File: config.mk
export PLATFORM = sky130hd
export DESIGN_NAME = action_aligner_flat
export DESIGN_NICKNAME = d
export VERILOG_FILES = /design/src/rtl/action_aligner_pkg.sv /design/src/rtl/action_aligner_if.sv /design/src/rtl/action_aligner_fifo.sv /design/src/rtl/action_aligner.sv /design/src/flat_wrapper.sv
export SDC_FILE = /design/constraint.sdc
export NUM_CORES = 1
export LEC_CHECK = 0
export CAP_MARGIN = 30
export CORE_MARGIN = 3
export CORE_UTILIZATION = 40
export DETAILED_ROUTE_END_ITERATION = 16
export PLACE_DENSITY_LB_ADDON = 0.25
export SLEW_MARGIN = 20
export SYNTH_ARGS = -nofsm -noshare
export SYNTH_HDL_FRONTEND = slang
export SYNTH_SLANG_ARGS = --single-unit
File: constraint.sdc
create_clock -name clk -period 3.9 [get_ports clk]
set_input_delay 0.39 -clock clk [delete_from_list [all_inputs] [get_ports clk]]
set_output_delay 0.39 -clock clk [all_outputs]
set_load 0.02 [all_outputs]
File: src/rtl/action_aligner_pkg.sv
// Shared switch parameters: result field widths and the packed action-result record
// carried through the per-engine alignment FIFOs.
package action_aligner_pkg;

  localparam int unsigned C_OUT_PORT_WIDTH   = 4;
  localparam int unsigned C_MATCH_ADDR_WIDTH = 8;

  typedef struct packed {
    logic [1:0]                    act_type;
    logic                          match;
    logic [C_MATCH_ADDR_WIDTH-1:0] match_addr;
    logic [C_OUT_PORT_WIDTH-1:0]   port;
    logic [C_OUT_PORT_WIDTH-1:0]   vport;
  } action_result_t;

  function automatic int unsigned level_width(input int unsigned depth);
    return $clog2(depth + 1);
  endfunction

endpackage

File: src/rtl/action_aligner_if.sv
// Bundle of per-engine lookup results in, aligned results out, plus FIFO status.
interface action_aligner_if
  import action_aligner_pkg::*;
#(
  parameter int unsigned C_NUM_INPUTS = 2,
  parameter int unsigned C_FIFO_DEPTH = 4
);
  localparam int unsigned LW = level_width(C_FIFO_DEPTH);

  logic [C_NUM_INPUTS-1:0]                         in_valid;
  logic [C_NUM_INPUTS-1:0][1:0]                    in_type;
  logic [C_NUM_INPUTS-1:0]                         in_match;
  logic [C_NUM_INPUTS-1:0][C_MATCH_ADDR_WIDTH-1:0] in_match_addr;
  logic [C_NUM_INPUTS-1:0][C_OUT_PORT_WIDTH-1:0]   in_port;
  logic [C_NUM_INPUTS-1:0][C_OUT_PORT_WIDTH-1:0]   in_vport;

  logic [C_NUM_INPUTS-1:0]                         out_valid;
  logic [C_NUM_INPUTS-1:0][1:0]                    out_type;
  logic [C_NUM_INPUTS-1:0]                         out_match;
  logic [C_NUM_INPUTS-1:0][C_MATCH_ADDR_WIDTH-1:0] out_match_addr;
  logic [C_NUM_INPUTS-1:0][C_OUT_PORT_WIDTH-1:0]   out_port;
  logic [C_NUM_INPUTS-1:0][C_OUT_PORT_WIDTH-1:0]   out_vport;

  logic [C_NUM_INPUTS-1:0]                         overflow;
  logic [C_NUM_INPUTS-1:0][LW-1:0]                 level;

  modport master (
    output in_valid, in_type, in_match, in_match_addr, in_port, in_vport,
    input  out_valid, out_type, out_match, out_match_addr, out_port, out_vport,
    input  overflow, level
  );

  modport slave (
    input  in_valid, in_type, in_match, in_match_addr, in_port, in_vport,
    output out_valid, out_type, out_match, out_match_addr, out_port, out_vport,
    output overflow, level
  );

endinterface

File: src/rtl/action_aligner_fifo.sv
// Per-engine result FIFO. A push into a full FIFO is accepted only when a pop frees
// the slot in the same cycle; the empty flag comes from the registered level (no bypass).
module action_fifo
  import action_aligner_pkg::*;
#(
  parameter int unsigned DEPTH = 4,
  parameter int unsigned LW    = level_width(DEPTH)
) (
  input  logic           clk,
  input  logic           reset,
  input  logic           push,
  input  action_result_t push_data,
  input  logic           pop,
  output action_result_t pop_data,
  output logic           full,
  output logic           empty,
  output logic [LW-1:0]  level
);

  localparam int unsigned PW = $clog2(DEPTH);

  action_result_t mem [DEPTH];
  logic [PW-1:0]  wr_ptr;
  logic [PW-1:0]  rd_ptr;
  logic           wr_en;
  logic           rd_en;

  assign full     = (level == LW'(DEPTH));
  assign empty    = (level == '0);
  assign rd_en    = pop && !empty;
  assign wr_en    = push && (!full || rd_en);
  assign pop_data = mem[rd_ptr];

  always_ff @(posedge clk) begin
    if (reset) begin
      wr_ptr <= '0;
      rd_ptr <= '0;
      level  <= '0;
    end else begin
      if (wr_en) begin
        mem[wr_ptr] <= push_data;
        wr_ptr      <= wr_ptr + PW'(1);
      end
      if (rd_en) begin
        rd_ptr <= rd_ptr + PW'(1);
      end
      if (wr_en && !rd_en) begin
        level <= level + LW'(1);
      end else if (rd_en && !wr_en) begin
        level <= level - LW'(1);
      end
    end
  end

endmodule

File: src/rtl/action_aligner.sv
// Aligns results from several lookup engines: one FIFO per engine, and all FIFOs pop
// together whenever every one holds a result, producing one registered aligned strobe.
module action_aligner
  import action_aligner_pkg::*;
#(
  parameter int unsigned C_NUM_INPUTS = 2,
  parameter int unsigned C_FIFO_DEPTH = 4
) (
  input logic             clk,
  input logic             reset,
  action_aligner_if.slave bus
);

  logic [C_NUM_INPUTS-1:0] full;
  logic [C_NUM_INPUTS-1:0] empty;
  action_result_t          head [C_NUM_INPUTS];
  logic                    rel;

  assign rel = ~|empty;

  for (genvar g = 0; g < C_NUM_INPUTS; g++) begin : g_engine
    action_result_t wr;

    assign wr.act_type   = bus.in_type[g];
    assign wr.match      = bus.in_match[g];
    assign wr.match_addr = bus.in_match_addr[g];
    assign wr.port       = bus.in_port[g];
    assign wr.vport      = bus.in_vport[g];

    action_fifo #(.DEPTH(C_FIFO_DEPTH)) u_fifo (
      .clk       (clk),
      .reset     (reset),
      .push      (bus.in_valid[g]),
      .push_data (wr),
      .pop       (rel),
      .pop_data  (head[g]),
      .full      (full[g]),
      .empty     (empty[g]),
      .level     (bus.level[g])
    );
  end

  // Data outputs only load on a release, so they hold between aligned strobes.
  always_ff @(posedge clk) begin
    if (reset) begin
      bus.out_valid      <= '0;
      bus.out_type       <= '0;
      bus.out_match      <= '0;
      bus.out_match_addr <= '0;
      bus.out_port       <= '0;
      bus.out_vport      <= '0;
      bus.overflow       <= '0;
    end else begin
      bus.out_valid <= {C_NUM_INPUTS{rel}};
      for (int unsigned i = 0; i < C_NUM_INPUTS; i++) begin
        if (rel) begin
          bus.out_type[i]       <= head[i].act_type;
          bus.out_match[i]      <= head[i].match;
          bus.out_match_addr[i] <= head[i].match_addr;
          bus.out_port[i]       <= head[i].port;
          bus.out_vport[i]      <= head[i].vport;
        end
        if (bus.in_valid[i] && full[i] && !rel) begin
          bus.overflow[i] <= 1'b1;
        end
      end
    end
  end

endmodule

File: src/flat_wrapper.sv
// flat-port wrapper written by rule: the top's interface ports become plain ports
module action_aligner_flat import action_aligner_pkg::*;
#(
  parameter int unsigned C_NUM_INPUTS = 2,
  parameter int unsigned C_FIFO_DEPTH = 4
)
  (clk, reset, bus_in_valid, bus_in_type, bus_in_match, bus_in_match_addr, bus_in_port, bus_in_vport, bus_out_valid, bus_out_type, bus_out_match, bus_out_match_addr, bus_out_port, bus_out_vport, bus_overflow, bus_level);
  action_aligner_if #(.C_NUM_INPUTS(C_NUM_INPUTS), .C_FIFO_DEPTH(C_FIFO_DEPTH)) bus_i ();
  input logic clk;
  input logic reset;
  input wire logic [$bits(bus_i.in_valid)-1:0] bus_in_valid;
  input wire logic [$bits(bus_i.in_type)-1:0] bus_in_type;
  input wire logic [$bits(bus_i.in_match)-1:0] bus_in_match;
  input wire logic [$bits(bus_i.in_match_addr)-1:0] bus_in_match_addr;
  input wire logic [$bits(bus_i.in_port)-1:0] bus_in_port;
  input wire logic [$bits(bus_i.in_vport)-1:0] bus_in_vport;
  output wire logic [$bits(bus_i.out_valid)-1:0] bus_out_valid;
  output wire logic [$bits(bus_i.out_type)-1:0] bus_out_type;
  output wire logic [$bits(bus_i.out_match)-1:0] bus_out_match;
  output wire logic [$bits(bus_i.out_match_addr)-1:0] bus_out_match_addr;
  output wire logic [$bits(bus_i.out_port)-1:0] bus_out_port;
  output wire logic [$bits(bus_i.out_vport)-1:0] bus_out_vport;
  output wire logic [$bits(bus_i.overflow)-1:0] bus_overflow;
  output wire logic [$bits(bus_i.level)-1:0] bus_level;
  assign bus_i.in_valid = bus_in_valid;
  assign bus_i.in_type = bus_in_type;
  assign bus_i.in_match = bus_in_match;
  assign bus_i.in_match_addr = bus_in_match_addr;
  assign bus_i.in_port = bus_in_port;
  assign bus_i.in_vport = bus_in_vport;
  assign bus_out_valid = bus_i.out_valid;
  assign bus_out_type = bus_i.out_type;
  assign bus_out_match = bus_i.out_match;
  assign bus_out_match_addr = bus_i.out_match_addr;
  assign bus_out_port = bus_i.out_port;
  assign bus_out_vport = bus_i.out_vport;
  assign bus_overflow = bus_i.overflow;
  assign bus_level = bus_i.level;
  action_aligner #(.C_NUM_INPUTS(C_NUM_INPUTS), .C_FIFO_DEPTH(C_FIFO_DEPTH)) u_core (.clk(clk), .reset(reset), .bus(bus_i));
endmodule
# --- After elaboration in Yosys (flattened, before gate mapping) ---
# Memories as Yosys holds them, arrays and structs flattened. A register that Yosys moved wholly into a read port is not among the register bits.
# Index checks and enable logic that the tools add are counted.
word_totals:
  reg_bits: 17
  mem_bits_rw: 152
  out_inout_bits: 48
  wordCells: 61
  mem_count: 2
memory_table:
  columns: ["memory", "words", "width", "rd", "rd_clocked_by_memory_dff", "write_ports", "line", "text"]
  rows:
  - ["u_core.g_engine[0].u_fifo.mem", 4, 19, 1, 1, 1, "action_aligner_fifo.sv:22", "action_result_t mem [DEPTH];"]
  - ["u_core.g_engine[1].u_fifo.mem", 4, 19, 1, 1, 1, "action_aligner_fifo.sv:22", null]
classes:
  n_addsub: 8
  eq_ne: 2
  mux: 10
  n_reduce_logical: 30
op_table:
  columns: ["cell", "n"]
  rows:
  - ["$logic_and A1 B1 Y1", 12]
  - ["$mux W3", 4]
  - ["$logic_not A1 Y1", 11]
  - ["$add A2 B1 Y2 const B", 4]
  - ["$add A3 B1 Y3 const B", 2]
  - ["$eq A3 B3 Y1 const B", 2]
  - ["$logic_not A3 Y1", 2]
  - ["$mux W1", 6]
  - ["$sub A3 B1 Y3 const B", 2]
  - ["$reduce_bool A2 Y1", 2]
  - ["$logic_or A1 B1 Y1", 2]
  - ["$reduce_or A2 Y1", 1]

# --- Depth between registers and ports, before layout ---
depth:
  depth_word: 10
  mapped_depth: 10
  ltp_nobuf: 8

# --- Modules after synthesis ---
# From an unflattened synthesis, not the netlist that was laid out.
hier_totals:
  cells_unflattened: 481
  area_unflattened_um2: 8111.5
modules_own_cells:
  columns: ["module", "instances", "cells_each", "area_per_inst_um2", "seq_area_each_um2"]
  rows:
  - ["action_fifo", 2, 148, 3221.8, 2462.4]
  - ["action_aligner", 1, 185, 1667.8, 820.8]

# --- Least setup slack after synthesis ---
# No wires, ideal clock.
synth_timing:
  kind: "input-to-reg"
  startpoint: "input reset"
  endpoint: "memory u_core.g_engine[0].u_fifo.mem[0][0] (netlist bit), enable pin"
  arrival_time_ns: 2.206
  t_required_ns: 3.475
  path_slack_ns: 1.269
  stages: 3
  path_buffers: 1
  cell_sequence: "clkbuf_1 -> nand2b_1 -> a211oi_1"
synth_between:
  elab_chain_len: 2
synth_rtl:
  columns: ["element", "line", "text"]
  rows:
  - ["start, declared", "flat_wrapper.sv:10", "input logic reset;"]
  - ["$mux W1", "action_aligner_fifo.sv:35", "if (reset) begin"]
  - ["$mux W1 (implied by the code)", "action_aligner_fifo.sv:41", "mem[wr_ptr] <= push_data;"]
  - ["end, declared", "action_aligner_fifo.sv:22", null]
# No other way between the ends.

# --- Worst setup path after layout ---
layout_timing:
  startpoint: "register u_core.g_engine[1].u_fifo.level[0]"
  endpoint: "register u_core.g_engine[1].u_fifo.level[2]"
layout_between:
  elab_chain_len: 9
layout_rtl:
  columns: ["element", "line", "text"]
  rows:
  - ["start, declared", "action_aligner_fifo.sv:17", "output logic [LW-1:0] level"]
  - ["start signal, assigned", "action_aligner_fifo.sv:48", "level <= level + LW'(1);"]
  - ["start signal, assigned", "action_aligner_fifo.sv:50", "level <= level - LW'(1);"]
  - ["$logic_not A3 Y1", "action_aligner_fifo.sv:29", "assign empty = (level == '0);"]
  - ["$reduce_or A2 Y1", "action_aligner.sv:19", "assign rel = ~|empty;"]
  - ["$logic_not A1 Y1", "action_aligner.sv:19", null]
  - ["$logic_and A1 B1 Y1", "action_aligner_fifo.sv:30", "assign rd_en = pop && !empty;"]
  - ["$logic_or A1 B1 Y1", "action_aligner_fifo.sv:31", "assign wr_en = push && (!full || rd_en);"]
  - ["$logic_and A1 B1 Y1", "action_aligner_fifo.sv:31", null]
  - ["$logic_not A1 Y1", "action_aligner_fifo.sv:49", "end else if (rd_en && !wr_en) begin"]
  - ["$logic_and A1 B1 Y1", "action_aligner_fifo.sv:49", null]
  - ["$reduce_bool A2 Y1 (no source line)", null, null]
# Several ways; a longest one is shown, not always the timed one. The select of a mux whose other input is x is not followed.
# A chain may end at the register's enable or synchronous reset.

==> results.json <==
{
  "synth_area_leaders": "edfxtp_1, dfxtp_1, mux4_2",
  "rsz0062_at_grt": "false",
  "cts_hold_buf": 0,
  "netlist.area_leader.share": 0.578,
  "synth_nets": 537,
  "synthArstFlopShare": 0,
  "dp.cells": 808,
  "setup_viol": 0,
  "num_rows": 50,
  "clock-root-buffer": "clkbuf_16",
  "synth_seq_area_share": 0.717,
  "drc_errors": 0,
  "gp_congestion": 0.742,
  "postLayoutCoreUtil": 0.526,
  "grt_pass1_vias": 4575,
  "min_path_type": "in2reg",
  "via_per_inst": 5.22,
  "cts_tree": "done",
  "cap_violations": 0,
  "dr.pass1.iters": 4,
  "portBuffers": 89,
  "fill_cells": 1593,
  "clk_latency_ps": 510,
  "syn-cell-area_um2": 7900,
  "synth_edf_count": 152,
  "tns_ps": 0,
  "totalWireLength_um": 16900,
  "critPathMaxFanout": 12,
  "fin_crit_ps": 2520,
  "timing.final.crit_share": 0.646,
  "drive_above_1_share": 0.171,
  "worstPathRequired_ps": 4310,
  "num_vias": 4466,
  "clk_pin_slew_ps": 60,
  "post_cts_resize_count": 0,
  "yosysTopAreaCell": "edfxtp_1",
  "synth-seq-cells": 207,
  "ir_worst_vdd_mv": 0.382,
  "track_usage": 0.154,
  "ctsLongestPathBuffers": 3,
  "htreeDepth": 1,
  "multi_input_area_um2": 2070,
  "io_pins": 90,
  "status": "finished clean",
  "ant_nets": 0,
  "pre_cts_ws_ps": 1370,
  "worst_pin_slew_ps": 603,
  "power_density_nw_per_um2": 740,
  "synth.most_common_cell": "edfxtp_1",
  "holdWs_ps": 258,
  "antenna_found_initial": 0,
  "syn_area_per_cell_um2": 16.3,
  "yosys_most_used_dff": "edfxtp_1",
  "worstSetupEndpointType": "flop",
  "crit_path_start_kind": "flop",
  "setup_ws_ps": 1380,
  "die_w_um": 147,
  "final-max-slew-violation-count": 0,
  "cp.arrival_ps": 2930,
  "synth.distinct_cells": 29,
  "syn_inst": 483,
  "coreArea_um2": 19000,
  "clock.fmax_mhz": 397,
  "leakagePower_uw": 0.00328,
  "regArea_um2": 5670,
  "diodes": 0,
  "gr-total-overflow": 0,
  "grt_pass1_wl_um": 26300,
  "initial_core_util": 0.415,
  "die_area_um2": 21500,
  "synthTopCellsByCount": "edfxtp_1, dfxtp_1, a21oi_1, o21ai_0, nand3_1",
  "cts.sinks": 207,
  "areaGrowthSynthToFinish_pct": 26.6,
  "grt_max_degree": 50,
  "yosys_warnings": 0,
  "wl_per_cell_um": 19.8,
  "fin_cells": 855,
  "hold_violations": 0,
  "drtIter0Drc": 297,
  "setup.worst_path.class": "reg2reg",
  "nets": 633,
  "dp_hpwl_um": 10500,
  "die_h_um": 147,
  "cts_buffers": 22,
  "max_slew_margin": 0.597,
  "cts_setup_buffers": 0,
  "fin_skew_ps": 17.2
}
==> where the power goes <==
| part | total [uW] | leakage [uW] | internal [uW] | switching (uW) |
|---|---|---|---|---|
| registers | 2830 | 0.00183 | 2650 | 186 |
| clock network | 2280 | 0.000405 | 1450 | 828 |
| logic | 2280 | 0.00105 | 958 | 1320 |
| total | 7390 | 0.00328 | 5060 | 2340 |
==> through the flow <==
| step | total power [uW] | cell area [um^2] |
|---|---|---|
| 2_1_floorplan | 4310 | 7900 |
| 3_3_place_gp | 5070 | 9040 |
| 3_5_place_dp | 5140 | 9070 |
| 4_1_cts | 7440 | 9900 |
| 5_1_grt | 7770 | 10000 |
| 6_report | 7390 | 10000 |
==> flip-flops by register name, summed over array words and instances, names as in the netlist <==
signal	cells
u_core.bus.out_type	4
u_core.g_engine.u_fifo.mem	152
u_core.g_engine.u_fifo.wr_ptr	4
u_core.bus.out_vport	8
u_core.bus.out_port	8
u_core.bus.out_valid	1
u_core.bus.out_match	2
u_core.bus.overflow	2
u_core.g_engine.u_fifo.level	6
u_core.g_engine.u_fifo.rd_ptr	4
u_core.bus.out_match_addr	16
==> cell usage in the layout, fill, tap and decap left out, types with 4 or more instances in the layout <==
cell | Yosys | routed
a21oi_1 | 44 | 44
and2_1 | 6 | 6
buf_4 | 5 | 9
buf_8 | 0 | 5
clkbuf_16 | 0 | 26
clkdlybuf4s50_1 | 0 | 88
dfxtp_1 | 55 | 55
edfxtp_1 | 152 | 152
ha_1 | 10 | 10
inv_1 | 8 | 8
mux2i_1 | 4 | 4
mux4_2 | 38 | 38
nand2b_1 | 6 | 6
nand3_1 | 40 | 40
nor2_1 | 13 | 13
nor2b_1 | 4 | 4
o21ai_0 | 42 | 42
or3_1 | 6 | 6
xor2_1 | 4 | 4
==> per-layer routing <==
metal | part of all wire | up-vias | track usage
li1 | - | 2055 | -
met4 | 0.022 | 0 | 0.0362
met1 | 0.45 | 2236 | 0.219
met3 | 0.068 | 25 | 0.0438
met5 | 0 | - | 0
met2 | 0.46 | 150 | 0.236
==> worst paths after layout <==
check	from	end	slack, ps	cells after the start
worst max register to register	u_core.g_engine[1].u_fifo.level[0]	u_core.g_engine[1].u_fifo.level[2]	1380	8
worst min register to register	u_core.bus.out_match_addr[10]	u_core.bus.out_match_addr[10]	480	2
worst min-delay path	reset	u_core.bus.out_vport[0]	260	2
worst max-delay path	u_core.g_engine[1].u_fifo.level[0]	u_core.g_engine[1].u_fifo.level[2]	1380	8
==> cell families after synthesis <==
family	Yosys count	synth area share
flip-flops	207	0.717
AO/OA/AOI/OAI	92	0.0608
multiplexers	46	0.119
buffers and inverters	42	0.0233
XOR/XNOR	4	0.00444
adder cells (fa/ha/maj)	12	0.0209
AND/OR/NAND/NOR	80	0.0539
==> worst max-delay path, stage by stage (launching register included) <==
cell,delay [ps]
dfxtp_1,400
or3_1,590
nand2_1,180
ha_1,190
inv_1,60
fa_1,370
xor2_1,170
or3_1,300
a21oi_1,170
==> final cells by class <==
| class | instances | area share |
|---|---|---|
| flip-flops and latches | 207 | 0.567 |
| multi-input cells | 234 | 0.207 |
| repair buffers | 106 | 0.108 |
| clock buffers | 31 | 0.0700 |
| well taps | 260 | 0.0325 |
| clock inverters | 9 | 0.0131 |
| inverters | 8 | 0.00300 |
(Power assumes the default switching activity.)
